<file path="config.mk">
export PLATFORM = sky130hd
export DESIGN_NAME = ioblock_cfg_ctrl
export DESIGN_NICKNAME = d
export VERILOG_FILES = /design/src/rtl/ioblock_cfg_pkg.sv /design/src/rtl/ioblock_cfg_shifter.sv /design/src/rtl/ioblock_cfg_ctrl.sv
export SDC_FILE = /design/constraint.sdc
export NUM_CORES = 1
export LEC_CHECK = 0
export ABC_CLOCK_PERIOD_IN_PS = 5150
export CAP_MARGIN = 20
export CORE_MARGIN = 4
export CORE_UTILIZATION = 25
export DETAILED_ROUTE_END_ITERATION = 10
export GPL_TIMING_DRIVEN = 0
export PLACE_DENSITY = 0.41
export REMOVE_ABC_BUFFERS = 1
export SYNTH_ARGS = -nofsm -noshare
export SYNTH_HDL_FRONTEND = slang
export SYNTH_SLANG_ARGS = --single-unit
</file>
<file path="constraint.sdc">
create_clock -name IOCLK -period 5.15 [get_ports IOCLK]
set_input_delay 1.545 -clock IOCLK [delete_from_list [all_inputs] [get_ports IOCLK]]
set_output_delay 1.545 -clock IOCLK [all_outputs]
set_load 0.02 [all_outputs]
</file>
<file path="src/rtl/ioblock_cfg_pkg.sv">
// Shared types and encodings for the ioblock54 pad configuration controller.
// A config word is {TSMUX[1:0], DORREG}, shifted MSB first.
package ioblock_cfg_pkg;

  localparam int CW = 3;

  localparam logic [1:0] TS_OFF   = 2'b00;
  localparam logic [1:0] TS_CTRL  = 2'b01;
  // Any TSMUX value with bit 1 set drives the pad; bit 0 is don't-care there.
  localparam logic [1:0] TS_DRIVE = 2'b10;

  localparam logic DIRECT = 1'b0;
  localparam logic REG    = 1'b1;

  typedef enum logic [1:0] {
    ST_INIT  = 2'd0,
    ST_IDLE  = 2'd1,
    ST_SHIFT = 2'd2,
    ST_LATCH = 2'd3
  } cfg_state_e;

  typedef logic [CW-1:0] cfg_word_t;

  function automatic cfg_word_t cfg_word(input logic [1:0] tsmux, input logic dorreg);
    return {tsmux, dorreg};
  endfunction

endpackage

</file>
<file path="src/rtl/ioblock_cfg_shifter.sv">
// Parallel-load PISO with a down-counter: emits CHAIN_LEN bits MSB first,
// with se high for exactly CHAIN_LEN cycles after a load.
module ioblock_cfg_shifter #(
  parameter  int CHAIN_LEN = 12,
  localparam int CNT_W     = $clog2(CHAIN_LEN + 1)
) (
  input  logic                 clk_i,
  input  logic                 rst_i,
  input  logic                 load_i,
  input  logic [CHAIN_LEN-1:0] data_i,
  output logic                 sdo_o,
  output logic                 se_o,
  output logic                 last_o
);

  logic [CHAIN_LEN-1:0] sreg_q;
  logic [CNT_W-1:0]     cnt_q;
  logic                 se_q;
  logic                 sdo_q;

  // sdo_q holds the bit currently on the wire; sreg_q holds the bits still to go.
  always_ff @(posedge clk_i) begin
    if (rst_i) begin
      sreg_q <= '0;
      cnt_q  <= '0;
      se_q   <= 1'b0;
      sdo_q  <= 1'b0;
    end else if (load_i) begin
      sreg_q <= data_i << 1;
      sdo_q  <= data_i[CHAIN_LEN-1];
      se_q   <= 1'b1;
      cnt_q  <= CNT_W'(CHAIN_LEN - 1);
    end else if (se_q) begin
      if (cnt_q == '0) begin
        se_q  <= 1'b0;
        sdo_q <= 1'b0;
      end else begin
        sdo_q  <= sreg_q[CHAIN_LEN-1];
        sreg_q <= sreg_q << 1;
        cnt_q  <= cnt_q - 1'b1;
      end
    end
  end

  assign sdo_o  = sdo_q;
  assign se_o   = se_q;
  assign last_o = se_q && (cnt_q == '0);

endmodule

</file>
<file path="src/rtl/ioblock_cfg_ctrl.sv">
// Pad configuration controller: shadow image of NUM_IO config words, serially
// programmed into the pad chain on commit, followed by a one-cycle latch strobe.
module ioblock_cfg_ctrl
  import ioblock_cfg_pkg::*;
#(
  parameter  int NUM_IO    = 4,
  parameter  bit AUTO_INIT = 1'b1,
  localparam int CHAIN_LEN = CW * NUM_IO,
  localparam int AW        = (NUM_IO > 1) ? $clog2(NUM_IO) : 1
) (
  input  logic          IOCLK,
  input  logic          RST,
  input  logic          WR_EN,
  input  logic [AW-1:0] WR_ADDR,
  input  logic [CW-1:0] WR_DATA,
  input  logic          COMMIT,
  input  logic [AW-1:0] RD_ADDR,
  output logic [CW-1:0] RD_DATA,
  output logic          BUSY,
  output logic          DONE,
  output logic          CFG_SDO,
  output logic          CFG_SE,
  output logic          CFG_LATCH,
  output cfg_state_e    DBG_STATE
);

  cfg_word_t            shadow_q [NUM_IO];
  cfg_word_t            shadow_d [NUM_IO];
  logic [CHAIN_LEN-1:0] snap_data;
  logic [CW-1:0]        rd_data;
  cfg_state_e           state_q;
  logic                 pending_q;
  logic                 latch_q;
  logic                 done_q;
  logic                 load;
  logic                 sh_last;

  // Out-of-range write addresses match no pad and are dropped.
  always_comb begin
    for (int i = 0; i < NUM_IO; i++) begin
      shadow_d[i] = shadow_q[i];
      if (WR_EN && (WR_ADDR == AW'(i))) shadow_d[i] = WR_DATA;
    end
  end

  always_ff @(posedge IOCLK) begin
    if (RST) begin
      for (int i = 0; i < NUM_IO; i++) shadow_q[i] <= '0;
    end else begin
      shadow_q <= shadow_d;
    end
  end

  // Snapshot from the next-state image so a same-cycle write is forwarded.
  always_comb begin
    snap_data = '0;
    for (int i = 0; i < NUM_IO; i++) snap_data[CW*i +: CW] = shadow_d[i];
  end

  always_comb begin
    rd_data = '0;
    for (int i = 0; i < NUM_IO; i++) begin
      if (RD_ADDR == AW'(i)) rd_data = shadow_q[i];
    end
  end

  always_comb begin
    load = 1'b0;
    case (state_q)
      ST_INIT:  load = 1'b1;
      ST_IDLE:  load = COMMIT;
      ST_LATCH: load = pending_q || COMMIT;
      default:  load = 1'b0;
    endcase
  end

  always_ff @(posedge IOCLK) begin
    if (RST) begin
      state_q   <= AUTO_INIT ? ST_INIT : ST_IDLE;
      pending_q <= 1'b0;
      latch_q   <= 1'b0;
      done_q    <= 1'b0;
    end else begin
      latch_q <= 1'b0;
      done_q  <= 1'b0;
      case (state_q)
        ST_INIT: state_q <= ST_SHIFT;
        ST_IDLE: begin
          if (COMMIT) state_q <= ST_SHIFT;
        end
        ST_SHIFT: begin
          if (COMMIT) pending_q <= 1'b1;
          if (sh_last) begin
            state_q <= ST_LATCH;
            latch_q <= 1'b1;
            done_q  <= 1'b1;
          end
        end
        ST_LATCH: begin
          pending_q <= 1'b0;
          state_q   <= (pending_q || COMMIT) ? ST_SHIFT : ST_IDLE;
        end
        default: state_q <= ST_IDLE;
      endcase
    end
  end

  ioblock_cfg_shifter #(
    .CHAIN_LEN(CHAIN_LEN)
  ) u_shifter (
    .clk_i (IOCLK),
    .rst_i (RST),
    .load_i(load),
    .data_i(snap_data),
    .sdo_o (CFG_SDO),
    .se_o  (CFG_SE),
    .last_o(sh_last)
  );

  assign RD_DATA   = rd_data;
  assign BUSY      = (state_q == ST_SHIFT) || (state_q == ST_LATCH) || pending_q;
  assign DONE      = done_q;
  assign CFG_LATCH = latch_q;
  assign DBG_STATE = state_q;

endmodule

</file>
==> flow_summary.toml, run 1 <==
[drt]
route.detailed.wl_per_inst_um = 13.6
ant_nets_after_route = 0
drc = 0
via_count = 1011
drt-vias-per-instance = 4.51
detail_route.iter0.violations = 19
route.final.wire_length_um = 3050
detail_route.first_pass.iterations = 4

[synth]
postSynth.asyncResetShare_pct = 0
synth_fa_ha_area_share_pct = 1.75
synth_area_per_cell_um2 = 10.8
ys_seq_elements = 33
synth-main-ff-cell = "dfxtp_1"
main_combinational_cell_family_by_area_after_synthesis = "multiplexers"
syn-instance-count = 132
synth-xor-area-share_pct = 0.613
synth-compound-area-share_pct = 10.9
synth_area_mm2 = 0.00143
synth_edf_count = 0
synth-simple-area-share_pct = 14.3
synthMuxAreaShare_pct = 21.6
post_synth_num_cell_types = 34
synth_sequential_area_ratio_pct = 46.3
yosys_warnings = 0

[setup_path]
crit_path_start_kind = "input port"
timing.rr.end = "u_shifter.cnt_q[1]$_SDFFE_PP0P_"
crit_start = "RD_ADDR[0]"
path_common_cell = "clkdlybuf4s50_1"
worst_path_max_delay_cell = "clkdlybuf4s50_1"
crit_path_end = "RD_DATA[0]"
worst-endpoint-required_ns = 3.61
crit_chain = "clkdlybuf4s50_1, mux4_2, clkdlybuf4s50_1"
timing.rr.start = "u_shifter.cnt_q[0]$_SDFFE_PP0P_"
reg2reg_depth = 6
rrSetupSlack_ns = 3.31
timing.critical_path.arrival_ns = 3.18
timing.critical_path.fanout_max = 3
worst_path_largest_cell_delay_ns = 0.56
crit_type = "in -> out"
crit_path_end_kind = "output port"

[power_and_ir_drop]
power.density_cell_area_mw_per_mm2 = 313
p_leak_nw = 0.708
ir_drop_mv = 0.141

[global_route]
grt_pass1_vias = 1053
antenna_found_initial = 0
grt_first_pass_wirelength_um = 5270
track_usage_pct = 9.49
grt_start_max_net_pins = 26
global_route.overflow_total = 0

[clock_network]
post_cts.repair.setup_buffers = 0
clock_latency_ns = 0.28
cts_root_buffer = "clkbuf_8"
postCtsResizedCells = 0
tritoncts = "built"
clkSlewWorstSetupHoldPaths_ns = 0.06
clock_sink_count = 33
cts_made_buffers = 5
max-clock-path-buffers = 2
htree_levels = 2
cts_hold_repair.buffers = 0

[timing]
finalHoldViolations = 0
fin_skew_ns = 0.00521
timing_worst_slew_pin_value_ns = 0.915
worst_slew_margin_rel_pct = 38.8
finalSetupTns_ns = 0
rsz0062_at_grt = "false"
setup_viol_count_final = 0
maxClockFrequency_mhz = 212
finalWorstPathRequiredPeriod_ns = 4.72
drv_slew = 0
hold-worst-slack_ns = 0.487
finalCritPeriodShare_pct = 91.7
fin_ws_ns = 0.429

[final_layout]
utilization_pct = 31.7
num-fill-cells = 579
multiInputGateArea_um2 = 702
ff_latch_area_um2 = 661
antenna-diode-count = 0
num-nets-final = 165
drive_above_1_share_pct = 11.8
layout-area-overhead-vs-synth_pct = 22.3

[placement]
port_buffers = 20
place_ws_ns = 0.417
hpwl_after_detailed_placement_um = 2280
routabilityCongestion = 0.702

[flow_run]
timing.max_cap.violations = 0

[die]
core.rowCount = 27
top_level_ports = 21
floorplan.die.width_um = 83.6
fp.dieArea_mm2 = 0.00698
floorplan.die.height_um = 83.6
start_util_pct = 25.9
design.core.area_mm2 = 0.00551

[status]
run_status = "finished clean"

[min_path]
holdPathStages = 2
holdCritPathClass = "reg -> reg"
## critical path: cells and delay by family
kind,cells,cell delay (ns)
muxes,1,0.52
buffers and inverters,2,1.11
## state kept, by name, summed over array words and instances, names as in the netlist
signal,count
DBG_STATE,2
DONE,1
pending_q,1
shadow_q,12
u_shifter.cnt_q,4
u_shifter.sdo_o,1
u_shifter.se_o,1
u_shifter.sreg_q,11
## area by class of cell
type / count / share of cell area (%)
multi-input cells: 90 / 40.2
flip-flops and latches: 33 / 37.8
repair buffers: 20 / 11.5
inverters: 2 / 0.430
clock buffers: 7 / 4.94
well taps: 72 / 5.16
## stage by stage
stage	std cells	total power [W]	area [µm²]
after global routing	224	0.000581	1750
after global placement	217	0.000361	1660
after detailed placement	217	0.000363	1660
final	224	0.000547	1750
after CTS	224	0.000560	1750
after floorplan	125	0.000330	1370
## power breakdown
part	internal [W]	switching, W	leakage, nW	total, W
sequential	0.000267	0.00000826	0.269	0.000275
clock	0.000106	0.0000858	0.0443	0.000192
combinational	0.0000390	0.0000414	0.394	0.0000804
total	0.000412	0.000135	0.708	0.000547
## cell usage after synthesis (all sizes together) (3+ instances only)
master	number	area [µm²]
dfxtp	33	661
mux2i	23	230
nor2	15	56.3
o22ai	10	75.1
a21oi	9	48.8
buf	5	50.0
nand2	5	26.3
nand2b	4	25.0
mux4	3	67.6
## cells by family (layout without fill, tap and decap cells)
family                     count (synthesis)  count (layout)
AOI/OAI and AO/OA                         23              23
xor gates and xnor gates                   1               1
adders and majority gates                  2               2
buffers and inverters                      9              29
DFF                                       33              33
muxes                                     27              27
and+or+nand+nor                           37              37
## per-layer routing
layer / global-route usage [%] / part of all wire [%]
met5: 0 / 0
met4: 3.51 / 1.0
met3: 3.06 / 4.3
met2: 15.1 / 48
met1: 11.9 / 47
## placed cells by master, fill, tap and decap left out, types with 2 or more instances in the layout
cell type        instances
a21oi_1                  8
clkbuf_8                 6
clkdlybuf4s50_1         20
dfxtp_1                 33
ha_1                     2
inv_1                    2
mux2i_1                 23
mux4_2                   3
nand2_1                  4
nand2b_1                 4
nand3_1                  2
nand3b_1                 2
nor2_1                  15
nor2b_1                  2
o22ai_1                  8
o22ai_2                  2
## worst min path at each step
stage                     slack, ns                              end                             from
after floorplan                0.45  u_shifter.cnt_q[2]$_SDFFE_PP0P_  u_shifter.cnt_q[2]$_SDFFE_PP0P_
after global placement         0.47  u_shifter.cnt_q[2]$_SDFFE_PP0P_  u_shifter.cnt_q[2]$_SDFFE_PP0P_
after detailed placement       0.49  u_shifter.cnt_q[2]$_SDFFE_PP0P_  u_shifter.cnt_q[2]$_SDFFE_PP0P_
after CTS                      0.50  u_shifter.cnt_q[2]$_SDFFE_PP0P_  u_shifter.cnt_q[2]$_SDFFE_PP0P_
after global routing           0.52  u_shifter.cnt_q[2]$_SDFFE_PP0P_  u_shifter.cnt_q[2]$_SDFFE_PP0P_
final                          0.49  u_shifter.cnt_q[2]$_SDFFE_PP0P_  u_shifter.cnt_q[2]$_SDFFE_PP0P_
Note: power is estimated with default switching activity, not from simulation.
==> inputs of run 2 (changes only) <==
--- a/config.mk
+++ b/config.mk
@@ -5,13 +5,14 @@
 export SDC_FILE = /design/constraint.sdc
 export NUM_CORES = 1
 export LEC_CHECK = 0
+export ABC_AREA = 1
 export ABC_CLOCK_PERIOD_IN_PS = 5150
 export CAP_MARGIN = 20
 export CORE_MARGIN = 4
 export CORE_UTILIZATION = 25
 export DETAILED_ROUTE_END_ITERATION = 10
 export GPL_TIMING_DRIVEN = 0
-export PLACE_DENSITY = 0.41
+export PLACE_DENSITY = 0.4
 export REMOVE_ABC_BUFFERS = 1
 export SYNTH_ARGS = -nofsm -noshare
 export SYNTH_HDL_FRONTEND = slang
==> flow_summary.toml, run 2 <==
[status]
run_status = "finished clean"

[drt]
drt-vias-per-instance = 4.62
met2WireLength_um = 1760
drt-met1-wl_um = 2000
maxUsedRoutingLayer = "met4"
ant_nets_after_route = 0
met3_length_um = 165
route.final.wire_length_um = 3970
via_count = 1534
route.detailed.wl_per_inst_um = 11.9
detail_route.iter0.violations = 86
drc = 0
detail_route.first_pass.iterations = 4

[final_layout]
num-nets-final = 267
largest_register = "shadow_q"
drive_above_1_share_pct = 7.84
antenna-diode-count = 0
flip_flop_count_of_the_largest_register_after_layout = 12
biggestRegsByFlops = "shadow_q x12, u_shifter.sreg_q x11, u_shifter.cnt_q x4"
mostFrequentLayoutCells = "nand2_1 (61), nand3_1 (45), dfxtp_1 (33)"
final_common_cell = "nand2_1"
layout-area-overhead-vs-synth_pct = 17.6
multiInputGateArea_um2 = 817
ff_latch_area_um2 = 661
num-fill-cells = 724

[flow_run]
timing.max_cap.violations = 0

[timing]
setup_viol_count_final = 0
fin_skew_ns = 0.00856
finalWorstPathRequiredPeriod_ns = 4.69
fin_ws_ns = 0.458
finalHoldViolations = 0
worst_slew_margin_rel_pct = 49.2
timing_worst_slew_pin_value_ns = 0.762
rsz0062_at_grt = "false"
maxClockFrequency_mhz = 213
finalCritPeriodShare_pct = 91.1
drv_slew = 0
finalSetupTns_ns = 0

[clock_network]
cts_hold_repair.buffers = 0
htree_levels = 2
clkSlewWorstSetupHoldPaths_ns = 0.07
cts_made_buffers = 5
clock_latency_ns = 0.28
tritoncts = "built"
postCtsResizedCells = 0
cts_root_buffer = "clkbuf_8"
post_cts.repair.setup_buffers = 0
max-clock-path-buffers = 2
clock_sink_count = 33

[synth]
synth_common_cells = "nand2_1 (61), nand3_1 (45), dfxtp_1 (33), inv_1 (27), a21oi_1 (15)"
synth_area_per_cell_um2 = 7.07
synth-main-ff-cell = "dfxtp_1"
postSynth.asyncResetShare_pct = 0
yosys_warnings = 0
synthMuxAreaShare_pct = 0
yosys_top_cell_area_share_pct = 39.1
synth.most_common_cell = "nand2_1"
post_synth_num_cell_types = 27
synth_sequential_area_ratio_pct = 39.1
syn-instance-count = 239
synth_area_mm2 = 0.00169
synth-xor-area-share_pct = 0
synth_fa_ha_area_share_pct = 1.48
main_combinational_cell_family_by_area_after_synthesis = "simple AND/OR/NAND/NOR gates"
synth-simple-area-share_pct = 38.1
synth_edf_count = 0
synth-compound-area-share_pct = 8.73
yosys.area.top_type = "dfxtp_1"
ys_seq_elements = 33
post_synth_main_area_contributors = "dfxtp_1 (39%), nand2_1 (14%), nand3_1 (13%), inv_1 (6.0%), a21oi_1 (4.4%)"

[setup_path]
timing.critical_path.arrival_ns = 3.15
reg2reg_depth = 8
crit_path_start_kind = "input port"
timing.rr.start = "u_shifter.cnt_q[0]$_SDFFE_PP0P_"
rrSetupSlack_ns = 3.54
timing.critical_path.fanout_max = 8
crit_chain = "clkdlybuf4s50_1, nor2_1, nand2_1, o2111ai_1, clkdlybuf4s50_1"
timing.rr.end = "u_shifter.sreg_q[1]$_SDFFE_PP0P_"
path_delay_family = "buffers and inverters"
crit_path_end_kind = "output port"
path_common_cell = "clkdlybuf4s50_1"
timing.critical_path.buf_inv = 2
worst-endpoint-required_ns = 3.61
worst_path_largest_cell_delay_ns = 0.64
worst_path_max_delay_cell = "clkdlybuf4s50_1"
crit_type = "in -> out"

[placement]
place_ws_ns = 0.471
port_buffers = 20
routabilityCongestion = 0.752
hpwl_after_detailed_placement_um = 2810

[min_path]
hold_path_startpoint = "u_shifter.sreg_q[1]$_SDFFE_PP0P_"
holdPathEnd = "u_shifter.sreg_q[1]$_SDFFE_PP0P_"
holdCritPathClass = "reg -> reg"
holdPathStages = 2

[power_and_ir_drop]
ir_drop_mv = 0.0993
power.density_cell_area_mw_per_mm2 = 294
p_leak_nw = 0.885

[die]
core.rowCount = 29
floorplan.die.height_um = 90.2
design.core.area_mm2 = 0.00646
floorplan.die.width_um = 90.2
start_util_pct = 26.2
top_level_ports = 21
fp.dieArea_mm2 = 0.00814

[global_route]
global_route.overflow_total = 0
grt_first_pass_wirelength_um = 6660
grt_pass1_vias = 1412
grt_start_max_net_pins = 28
antenna_found_initial = 0
track_usage_pct = 10.0
-- run 2: cell count changes after synthesis, sizes merged, moves of 3 or more --
cell    change
mux4        -3
inv        +28
mux2i      -23
buf         +5
a21oi       +7
nand3      +45
nand4      +10
o21ai       +5
nand2b      -4
o22ai       -9
nand2      +58
-- run 2: worst max path at each step --
stage                    start  slack (ns)         end  cells past startpoint
CTS                 RD_ADDR[1]        0.46  RD_DATA[0]                      5
detailed placement  RD_ADDR[1]        0.47  RD_DATA[0]                      5
global placement    RD_ADDR[1]        0.45  RD_DATA[0]                      5
floorplan           RD_ADDR[1]        1.55  RD_DATA[0]                      3
finish              RD_ADDR[1]        0.46  RD_DATA[0]                      5
global route        RD_ADDR[1]        0.40  RD_DATA[0]                      5
-- run 2: where the power goes --
| part | leakage [nW] | internal (W) | switching [W] | total, W |
|---|---|---|---|---|
| logic | 0.561 | 0.0000331 | 0.0000575 | 0.0000906 |
| registers | 0.269 | 0.000267 | 0.00000834 | 0.000275 |
| clock network | 0.0542 | 0.000121 | 0.0000983 | 0.000219 |
| total | 0.885 | 0.000421 | 0.000164 | 0.000585 |
-- run 2: cells by family after synthesis --
logic type	after synthesis
DFF	33
adders and majority gates	2
and+or+nand+nor	137
buffers and inverters	42
AOI/OAI and AO/OA	25
-- run 2: through the flow --
step | hold slack, ns | cells | utilization (%) | total power [W] | instance area, µm²
floorplan | 0.433 | 227 | - | 0.000335 | 1590
global placement | 0.458 | 324 | 29.2 | 0.000374 | 1890
detailed placement | 0.476 | 324 | 29.2 | 0.000372 | 1890
CTS | 0.488 | 332 | 30.8 | 0.000595 | 1990
global route | 0.511 | 332 | 30.8 | 0.000621 | 1990
finish | 0.485 | 332 | 30.8 | 0.000585 | 1990
-- run 2: final cells by class --
cell class	instances	area share (%)
clock buffers	7	4.85
well taps	77	4.85
clock inverters	1	0.252
repair buffers	20	10.1
multi-input cells	164	41.1
inverters	30	5.66
flip-flops and latches	33	33.2
-- run 2: tightest hold or removal path, cell delays in order, from the launching register on --
cell,delay [ns]
dfxtp_1,0.32
nand2_1,0.07
a21oi_1,0.05
-- run 2: layer usage --
metal | track usage [%] | vias up
met2 | 15.7 | 35
met5 | 0 | -
met1 | 13.4 | 684
li1 | - | 810
met4 | 3.44 | 0
met3 | 2.59 | 5
